<file path="config.mk">
export PLATFORM = sky130hd
export DESIGN_NAME = ram_arbiter
export DESIGN_NICKNAME = d
export VERILOG_FILES = /design/src/rtl/ram_arbiter.sv
export SDC_FILE = /design/constraint.sdc
export NUM_CORES = 1
export LEC_CHECK = 0
export CAP_MARGIN = 40
export CORE_MARGIN = 10
export CORE_UTILIZATION = 36
export CTS_CLUSTER_DIAMETER = 40
export DETAILED_ROUTE_END_ITERATION = 6
export MAX_ROUTING_LAYER = met4
export PLACE_DENSITY = 0.86
export SKIP_CTS_REPAIR_TIMING = 1
export SYNTH_ARGS = -nofsm -noshare
export SYNTH_HDL_FRONTEND = slang
export SYNTH_SLANG_ARGS = --single-unit
</file>
<file path="constraint.sdc">
create_clock -name clk -period 2 [get_ports clk]
set_clock_uncertainty 0.1 [all_clocks]
set_input_delay 0.2 -clock clk [delete_from_list [all_inputs] [get_ports clk]]
set_output_delay 0.2 -clock clk [all_outputs]
set_load 0.01 [all_outputs]
</file>
<file path="src/rtl/ram_arbiter.sv">
// Two-requester arbiter for the single-port program/data RAM: CPU has fixed
// priority, DMA is guaranteed a slot after STARVE_MAX back-to-back CPU grants.
module ram_arbiter #(
   parameter int ADDR_W     = 8,
   parameter int DATA_W     = 16,
   parameter int STARVE_MAX = 4
) (
   input  logic              clk,
   input  logic              rst_n,
   input  logic              hold,
   input  logic              cpu_req,
   input  logic              cpu_we,
   input  logic [ADDR_W-1:0] cpu_addr,
   input  logic [DATA_W-1:0] cpu_wdata,
   output logic              cpu_gnt,
   output logic              cpu_rvalid,
   input  logic              dma_req,
   input  logic              dma_we,
   input  logic [ADDR_W-1:0] dma_addr,
   input  logic [DATA_W-1:0] dma_wdata,
   output logic              dma_gnt,
   output logic              dma_rvalid,
   output logic [DATA_W-1:0] rd_data,
   output logic [ADDR_W-1:0] ram_addr,
   output logic              ram_w_en,
   output logic [DATA_W-1:0] ram_wdata,
   input  logic [DATA_W-1:0] ram_rdata,
   output logic              owner
);

   typedef enum logic {ST_IDLE, ST_GRANT} state_t;

   localparam logic [3:0] STARVE_LIM = 4'(STARVE_MAX);

   state_t              state_q, state_d;
   logic                cpu_gnt_q, cpu_gnt_d;
   logic                dma_gnt_q, dma_gnt_d;
   logic                cpu_rvalid_q, cpu_rvalid_d;
   logic                dma_rvalid_q, dma_rvalid_d;
   logic [ADDR_W-1:0]   ram_addr_q, ram_addr_d;
   logic [DATA_W-1:0]   ram_wdata_q, ram_wdata_d;
   logic                ram_w_en_q, ram_w_en_d;
   logic                owner_q, owner_d;
   logic [3:0]          starve_cnt_q, starve_cnt_d;
   logic                dma_win, cpu_win;

   always_comb begin
      state_d      = state_q;
      cpu_gnt_d    = 1'b0;
      dma_gnt_d    = 1'b0;
      ram_w_en_d   = 1'b0;
      ram_addr_d   = ram_addr_q;
      ram_wdata_d  = ram_wdata_q;
      owner_d      = owner_q;
      starve_cnt_d = starve_cnt_q;
      dma_win      = 1'b0;
      cpu_win      = 1'b0;
      // Read data returns the cycle after GRANT; route the pulse to whoever owns it.
      cpu_rvalid_d = (state_q == ST_GRANT) && !ram_w_en_q && !owner_q;
      dma_rvalid_d = (state_q == ST_GRANT) && !ram_w_en_q &&  owner_q;

      case (state_q)
         ST_IDLE: begin
            if (!hold) begin
               dma_win = dma_req && ((starve_cnt_q == STARVE_LIM) || !cpu_req);
               cpu_win = !dma_win && cpu_req;
            end
            if (dma_win) begin
               state_d      = ST_GRANT;
               dma_gnt_d    = 1'b1;
               ram_addr_d   = dma_addr;
               ram_wdata_d  = dma_wdata;
               ram_w_en_d   = dma_we;
               owner_d      = 1'b1;
               starve_cnt_d = 4'd0;
            end else if (cpu_win) begin
               state_d      = ST_GRANT;
               cpu_gnt_d    = 1'b1;
               ram_addr_d   = cpu_addr;
               ram_wdata_d  = cpu_wdata;
               ram_w_en_d   = cpu_we;
               owner_d      = 1'b0;
               if (!dma_req)
                  starve_cnt_d = 4'd0;
               else if (starve_cnt_q != STARVE_LIM)
                  starve_cnt_d = starve_cnt_q + 4'd1;
            end
         end
         // Requester still holds req while it sees gnt, so never arbitrate here.
         ST_GRANT: state_d = ST_IDLE;
         default:  state_d = ST_IDLE;
      endcase
   end

   always_ff @(posedge clk) begin
      if (!rst_n) begin
         state_q      <= ST_IDLE;
         cpu_gnt_q    <= 1'b0;
         dma_gnt_q    <= 1'b0;
         cpu_rvalid_q <= 1'b0;
         dma_rvalid_q <= 1'b0;
         ram_addr_q   <= '0;
         ram_wdata_q  <= '0;
         ram_w_en_q   <= 1'b0;
         owner_q      <= 1'b0;
         starve_cnt_q <= 4'd0;
      end else begin
         state_q      <= state_d;
         cpu_gnt_q    <= cpu_gnt_d;
         dma_gnt_q    <= dma_gnt_d;
         cpu_rvalid_q <= cpu_rvalid_d;
         dma_rvalid_q <= dma_rvalid_d;
         ram_addr_q   <= ram_addr_d;
         ram_wdata_q  <= ram_wdata_d;
         ram_w_en_q   <= ram_w_en_d;
         owner_q      <= owner_d;
         starve_cnt_q <= starve_cnt_d;
      end
   end

   assign cpu_gnt    = cpu_gnt_q;
   assign dma_gnt    = dma_gnt_q;
   assign cpu_rvalid = cpu_rvalid_q;
   assign dma_rvalid = dma_rvalid_q;
   assign ram_addr   = ram_addr_q;
   assign ram_wdata  = ram_wdata_q;
   assign ram_w_en   = ram_w_en_q;
   assign owner      = owner_q;
   assign rd_data    = ram_rdata;

endmodule
</file>
==> impl_metrics.ini, run 1 <==
[synth]
ys_seq_area_share_pct = 40.23
yosysTopAreaCellShare_pct = 40.23
synth_area_leader_cell = dfxtp_1
yosys_warnings = 0
ys.flop_type = dfxtp_1
syn-instance-count = 171
syn_area_per_cell_um2 = 10.19
synth-seq-cells = 35
synth.area.top_cells = dfxtp_1 40%, mux2i_1 14%, o21ai_2 10%, buf_4 7.3%, nand2_1 5.8%
synth-async-reset-ratio_pct = 0
yosys.cell_types.count = 36
syn_area_um2 = 1742
synth_edf_count = 0
syn_nets = 244

[placement]
place_area_um2 = 2532
dp.cells = 292
gp_congestion = 0.8379
place_hpwl_mm = 3.696
io_buffers = 84

[drt]
wire_per_inst_um = 14.86
wl_mm = 4.457
post-route-drc-count = 0
drt_iter0_markers = 62
routed_via_density = 4.800
antenna_left = 0
vias = 1440
drt_pre_antenna_iters = 4

[critical_path]
worstPathArrival_ps = 1840
path_class = flop to flop
critPathMaxFanout = 5
cpMostUsedCell = a21oi_1
path_buf_inv = 1
crit_chain = inv_1, ha_1, nand3b_4, a21oi_1, or4bb_4, a21oi_1
cp.depth = 6
startpoint_type = flop
critPathSlowestCell = or4bb_4
critPathTopFamily = simple AND/OR/NAND/NOR gates
critPathCaptureType = flop
r2r_cells = 6
crit_required_ps = 2120
cp_slowest_stage_delay_ps = 520

[grt]
grt_usage_pct = 11.86
grt.busiest_layer = met2
grt_use_met1_pct = 11.32
met2_usage_pct = 20.51
grtUsageMet3_pct = 5.652
antenna_found_initial = 0
grt_max_degree = 20
grt_pass1_vias = 1503
globalRoute.totalOverflow = 0
grt_pass1_wl_mm = 7.120

[sta]
clock.fmax_mhz = 582.0
finalCritPeriodShare_pct = 85.91
setup_tns_ps = 0
fin_crit_ps = 1718
rsz0062_at_grt = false
hold_viol_final = 0
tightest_slew_ps = 373.1
setup_viol_count_final = 0
timing.hold.ws_ps = 300.0
slew_viol_final = 0
maxSlewHeadroom_pct = 75.08

[final_layout]
layout.nets = 318
n_antenna_cell = 0
syn_to_final_growth_pct = 51.15
design_area_um2 = 2633
utilization_pct = 56.11
mostFrequentLayoutCell = clkdlybuf4s50_1
final_cell_mix = 84 x clkdlybuf4s50_1, 35 x dfxtp_1, 27 x nand2_1, 24 x mux2i_1, 20 x o21ai_2
drive_gt1_share_pct = 18.70
fin_cells = 300

[clock_tree]
cts-root-buf = clkbuf_8
cts_tree = yes
clock-sinks = 35
clock_path_buffers = 2
cts_inserted_buffers = 5
h-tree-depth = 2
cts.clk_slew.worst_paths_ps = 70
clock_latency_ps = 280

[min_path]
hold_path.class = primary input to output port
hold_path_depth = 0

[power_and_ir_drop]
powerDensity_nw_per_um2 = 629.6
leakage_nw = 0.9698
ir_worst_vdd_uv = 421.4

[floorplanning]
io_pins = 117
initial_utilization_pct = 37.12
die_y_um = 89.56
dieWidth_um = 89.56
core_um2 = 4692
die_area_um2 = 8020
std_cell_rows = 25

[status]
status = completed

[flow_run]
drv_cap = 0
power breakdown:
group          internal [mW]  switching (mW)
Sequential             0.736          0.0198
Combinational          0.216           0.132
Clock                  0.314           0.240
Total                   1.27           0.392
metal layers:
| layer | up-vias | wire, um |
|---|---|---|
| li1 | 723 | - |
| met1 | 650 | 1747 |
| met2 | 59 | 2222 |
| met3 | 8 | 424 |
| met4 | 0 | 63 |
| met5 | - | 0 |
synthesized netlist by cell type (2+ instances only):
| library cell | count |
|---|---|
| dfxtp_1 | 35 |
| nand2_1 | 27 |
| mux2i_1 | 24 |
| o21ai_2 | 20 |
| buf_4 | 17 |
| o21ai_1 | 5 |
| inv_1 | 4 |
| a21oi_1 | 3 |
| a21oi_4 | 2 |
| buf_12 | 2 |
| buf_2 | 2 |
| buf_6 | 2 |
| ha_1 | 2 |
| nand2b_1 | 2 |
| nand3_1 | 2 |
| nor3b_1 | 2 |
registers in the layout, indices dropped and copies added, names as in the netlist:
register      cells
owner             1
dma_rvalid        1
cpu_rvalid        1
starve_cnt_q      4
ram_w_en          1
ram_addr          8
cpu_gnt           1
ram_wdata        16
state_q           1
dma_gnt           1
cells by family (layout without fill, tap and decap cells):
logic type / Yosys count / in the layout / synth area share, %
muxes: 25 / 25 / 14.44
and+or+nand+nor: 45 / 45 / 14.15
DFF: 35 / 35 / 40.23
AOI/OAI and AO/OA: 36 / 36 / 17.17
adders and majority gates: 2 / 2 / 1.437
buffers and inverters: 28 / 103 / 12.57
area by class of cell:
cell class                      instances  area [um2]
Fill cell                             423        2059
Timing Repair Buffer                   90       923.4
Multi-Input combinational cell        108       822.0
Sequential cell                        35       700.7
Clock buffer                            8       100.1
Tap cell                               54       67.56
Inverter                                5       18.77
final timing paths:
check / endpoint / start / slack, ps
worst min register to register: ram_wdata[11]$_SDFFE_PN0P_ / ram_wdata[11]$_SDFFE_PN0P_ / 350
worst max-delay path: starve_cnt_q[2]$_SDFFE_PN0P_ / starve_cnt_q[0]$_SDFFE_PN0P_ / 280
worst max register to register: starve_cnt_q[2]$_SDFFE_PN0P_ / starve_cnt_q[0]$_SDFFE_PN0P_ / 280
worst min-delay path: rd_data[13] / ram_rdata[13] / 300
per-stage QoR:
| step | setup slack [ps] | total power, mW |
|---|---|---|
| 4_1_cts | 269.3 | 1.684 |
| 3_3_place_gp | 167.3 | 1.116 |
| 5_1_grt | 165.4 | 1.741 |
| 3_5_place_dp | 115.7 | 1.124 |
| 6_report | 281.8 | 1.658 |
| 2_1_floorplan | 381.6 | 0.9461 |
No activity file was read; power rests on OpenSTA's default activity.
==> inputs of run 2 (changes only) <==
--- a/config.mk
+++ b/config.mk
@@ -5,9 +5,10 @@
 export SDC_FILE = /design/constraint.sdc
 export NUM_CORES = 1
 export LEC_CHECK = 0
+export ABC_AREA = 1
 export CAP_MARGIN = 40
 export CORE_MARGIN = 10
-export CORE_UTILIZATION = 36
+export CORE_UTILIZATION = 38
 export CTS_CLUSTER_DIAMETER = 40
 export DETAILED_ROUTE_END_ITERATION = 6
 export MAX_ROUTING_LAYER = met4
==> impl_metrics.ini, run 2 <==
[clock_tree]
clock_path_buffers = 2
cts-root-buf = clkbuf_8
cts_inserted_buffers = 5
clock_latency_ps = 280
clock-sinks = 35
cts_tree = yes
cts.clk_slew.worst_paths_ps = 70
h-tree-depth = 2

[floorplanning]
die_area_um2 = 8487
std_cell_rows = 26
dieWidth_um = 92.13
io_pins = 117
initial_utilization_pct = 38.95
die_y_um = 92.13
core_um2 = 5075

[power_and_ir_drop]
ir_worst_vdd_uv = 324.4
total_power_mw = 1.809
leakage_nw = 1.291
powerDensity_nw_per_um2 = 637.3

[synth]
yosys_warnings = 0
syn-instance-count = 286
ys_seq_area_share_pct = 35.44
synthTopCellsByCount = 49 x nor2_1, 47 x nand2_1, 35 x dfxtp_1
ys.flop_type = dfxtp_1
synth-async-reset-ratio_pct = 0
syn_area_per_cell_um2 = 6.912
yosysTopAreaCellShare_pct = 35.44
synth.area.top_cells = dfxtp_1 35%, nor2_1 9.3%, nand2_1 8.9%, nand4_1 8.2%, nand3_1 7.6%
synth_area_leader_cell = dfxtp_1
yosys.cell_types.count = 25
synth-seq-cells = 35
syn_nets = 359
synth_edf_count = 0
syn_area_um2 = 1977
synth.most_common_cell = nor2_1

[drt]
vias = 1975
wl_mm = 5.744
drt_iter0_markers = 105
post-route-drc-count = 0
drt_pre_antenna_iters = 4
routed_via_density = 4.680
antenna_left = 0
wire_per_inst_um = 13.61

[sta]
timing.hold.ws_ps = 300.0
maxSlewHeadroom_pct = 74.27
fin_crit_ps = 1789
rsz0062_at_grt = false
setup_tns_ps = 0
clock.fmax_mhz = 559.1
setup_slack_ps = 211.4
setup_viol_count_final = 0
finalCritPeriodShare_pct = 89.43
tightest_slew_ps = 385.9
slew_viol_final = 0
hold_viol_final = 0

[critical_path]
worstPathArrival_ps = 1870
regToRegSetupSlack_ps = 210
critPathMaxFanout = 28
startpoint_type = flop
cp_slowest_stage_delay_ps = 350
path_class = flop to flop
critPathSlowestCell = dfxtp_1
crit_required_ps = 2080
critPathCaptureType = flop
r2r_cells = 9
crit_chain = inv_1, ha_1, nand3_2, nand2_4, nand3_4, nand2_1, nand3_1, nand2_1, inv_1

[grt]
grt_usage_pct = 13.68
antenna_found_initial = 0
grt_pass1_wl_mm = 9.328
globalRoute.totalOverflow = 0
grt_max_degree = 31
grt_pass1_vias = 1930

[placement]
io_buffers = 84
place_area_um2 = 2739
dp.cells = 414
gp_congestion = 0.8110
place_hpwl_mm = 4.448
pre_cts_ws_ps = 181.1

[final_layout]
mostFrequentLayoutCell = clkdlybuf4s50_1
fin_cells = 422
layout.nets = 424
utilization_pct = 55.94
drive_gt1_share_pct = 9.943
final_cell_mix = 84 x clkdlybuf4s50_1, 49 x nor2_1, 47 x nand2_1, 35 x dfxtp_1
syn_to_final_growth_pct = 43.61
largest_reg_flops = 16
design_area_um2 = 2839
n_fill_cell = 490
n_antenna_cell = 0

[status]
status = completed

[min_path]
hold_path_depth = 0
hold_path.class = primary input to output port

[flow_run]
drv_cap = 0
-- run 2: cell families (layout without fill, tap and decap cells) --
logic type / count (synthesis) / after routing / share of synthesized area, %
AOI/OAI and AO/OA: 11 / 11 / 2.974
xor gates and xnor gates: 1 / 1 / 0.4431
adders and majority gates: 2 / 2 / 1.266
buffers and inverters: 68 / 134 / 19.49
DFF: 35 / 35 / 35.44
and+or+nand+nor: 169 / 169 / 40.38
-- run 2: final cells by class --
class                           count  area [um2]  area share, %
Clock buffer                        8       100.1          3.526
Inverter                           34       128.9          4.539
Multi-Input combinational cell    183       895.9          31.56
Sequential cell                    35       700.7          24.68
Tap cell                           70       87.58          3.085
Timing Repair Buffer               92       925.9          32.61
-- run 2: path summary, 6_finish.rpt --
path / start / end
worst min register to register: owner$_SDFFE_PN0P_ / cpu_rvalid$_SDFF_PN0_
worst max register to register: starve_cnt_q[0]$_SDFFE_PN0P_ / ram_wdata[7]$_SDFFE_PN0P_
worst max-delay path: starve_cnt_q[0]$_SDFFE_PN0P_ / ram_wdata[7]$_SDFFE_PN0P_
worst min-delay path: ram_rdata[2] / rd_data[2]
-- run 2: report_power, final --
part	total, mW	switching [mW]	internal, mW
clock network	0.554	0.240	0.314
registers	0.779	0.0311	0.748
logic	0.476	0.218	0.258
-- run 2: worst max-delay path: cells and delay by family (launching register included) --
kind	cells	cell delay [ps]
buffers and inverters	2	130
AND/OR/NAND/NOR	6	910
flip-flops	1	350
adder cells (fa/ha/maj)	1	170
-- run 2: metal layers --
metal	up-vias	global-route usage, %	routed length [um]
li1	1021	-	-
met5	-	-	0
met4	0	3.342	58
met2	52	23.29	2906
met3	6	4.890	321
met1	896	14.85	2458
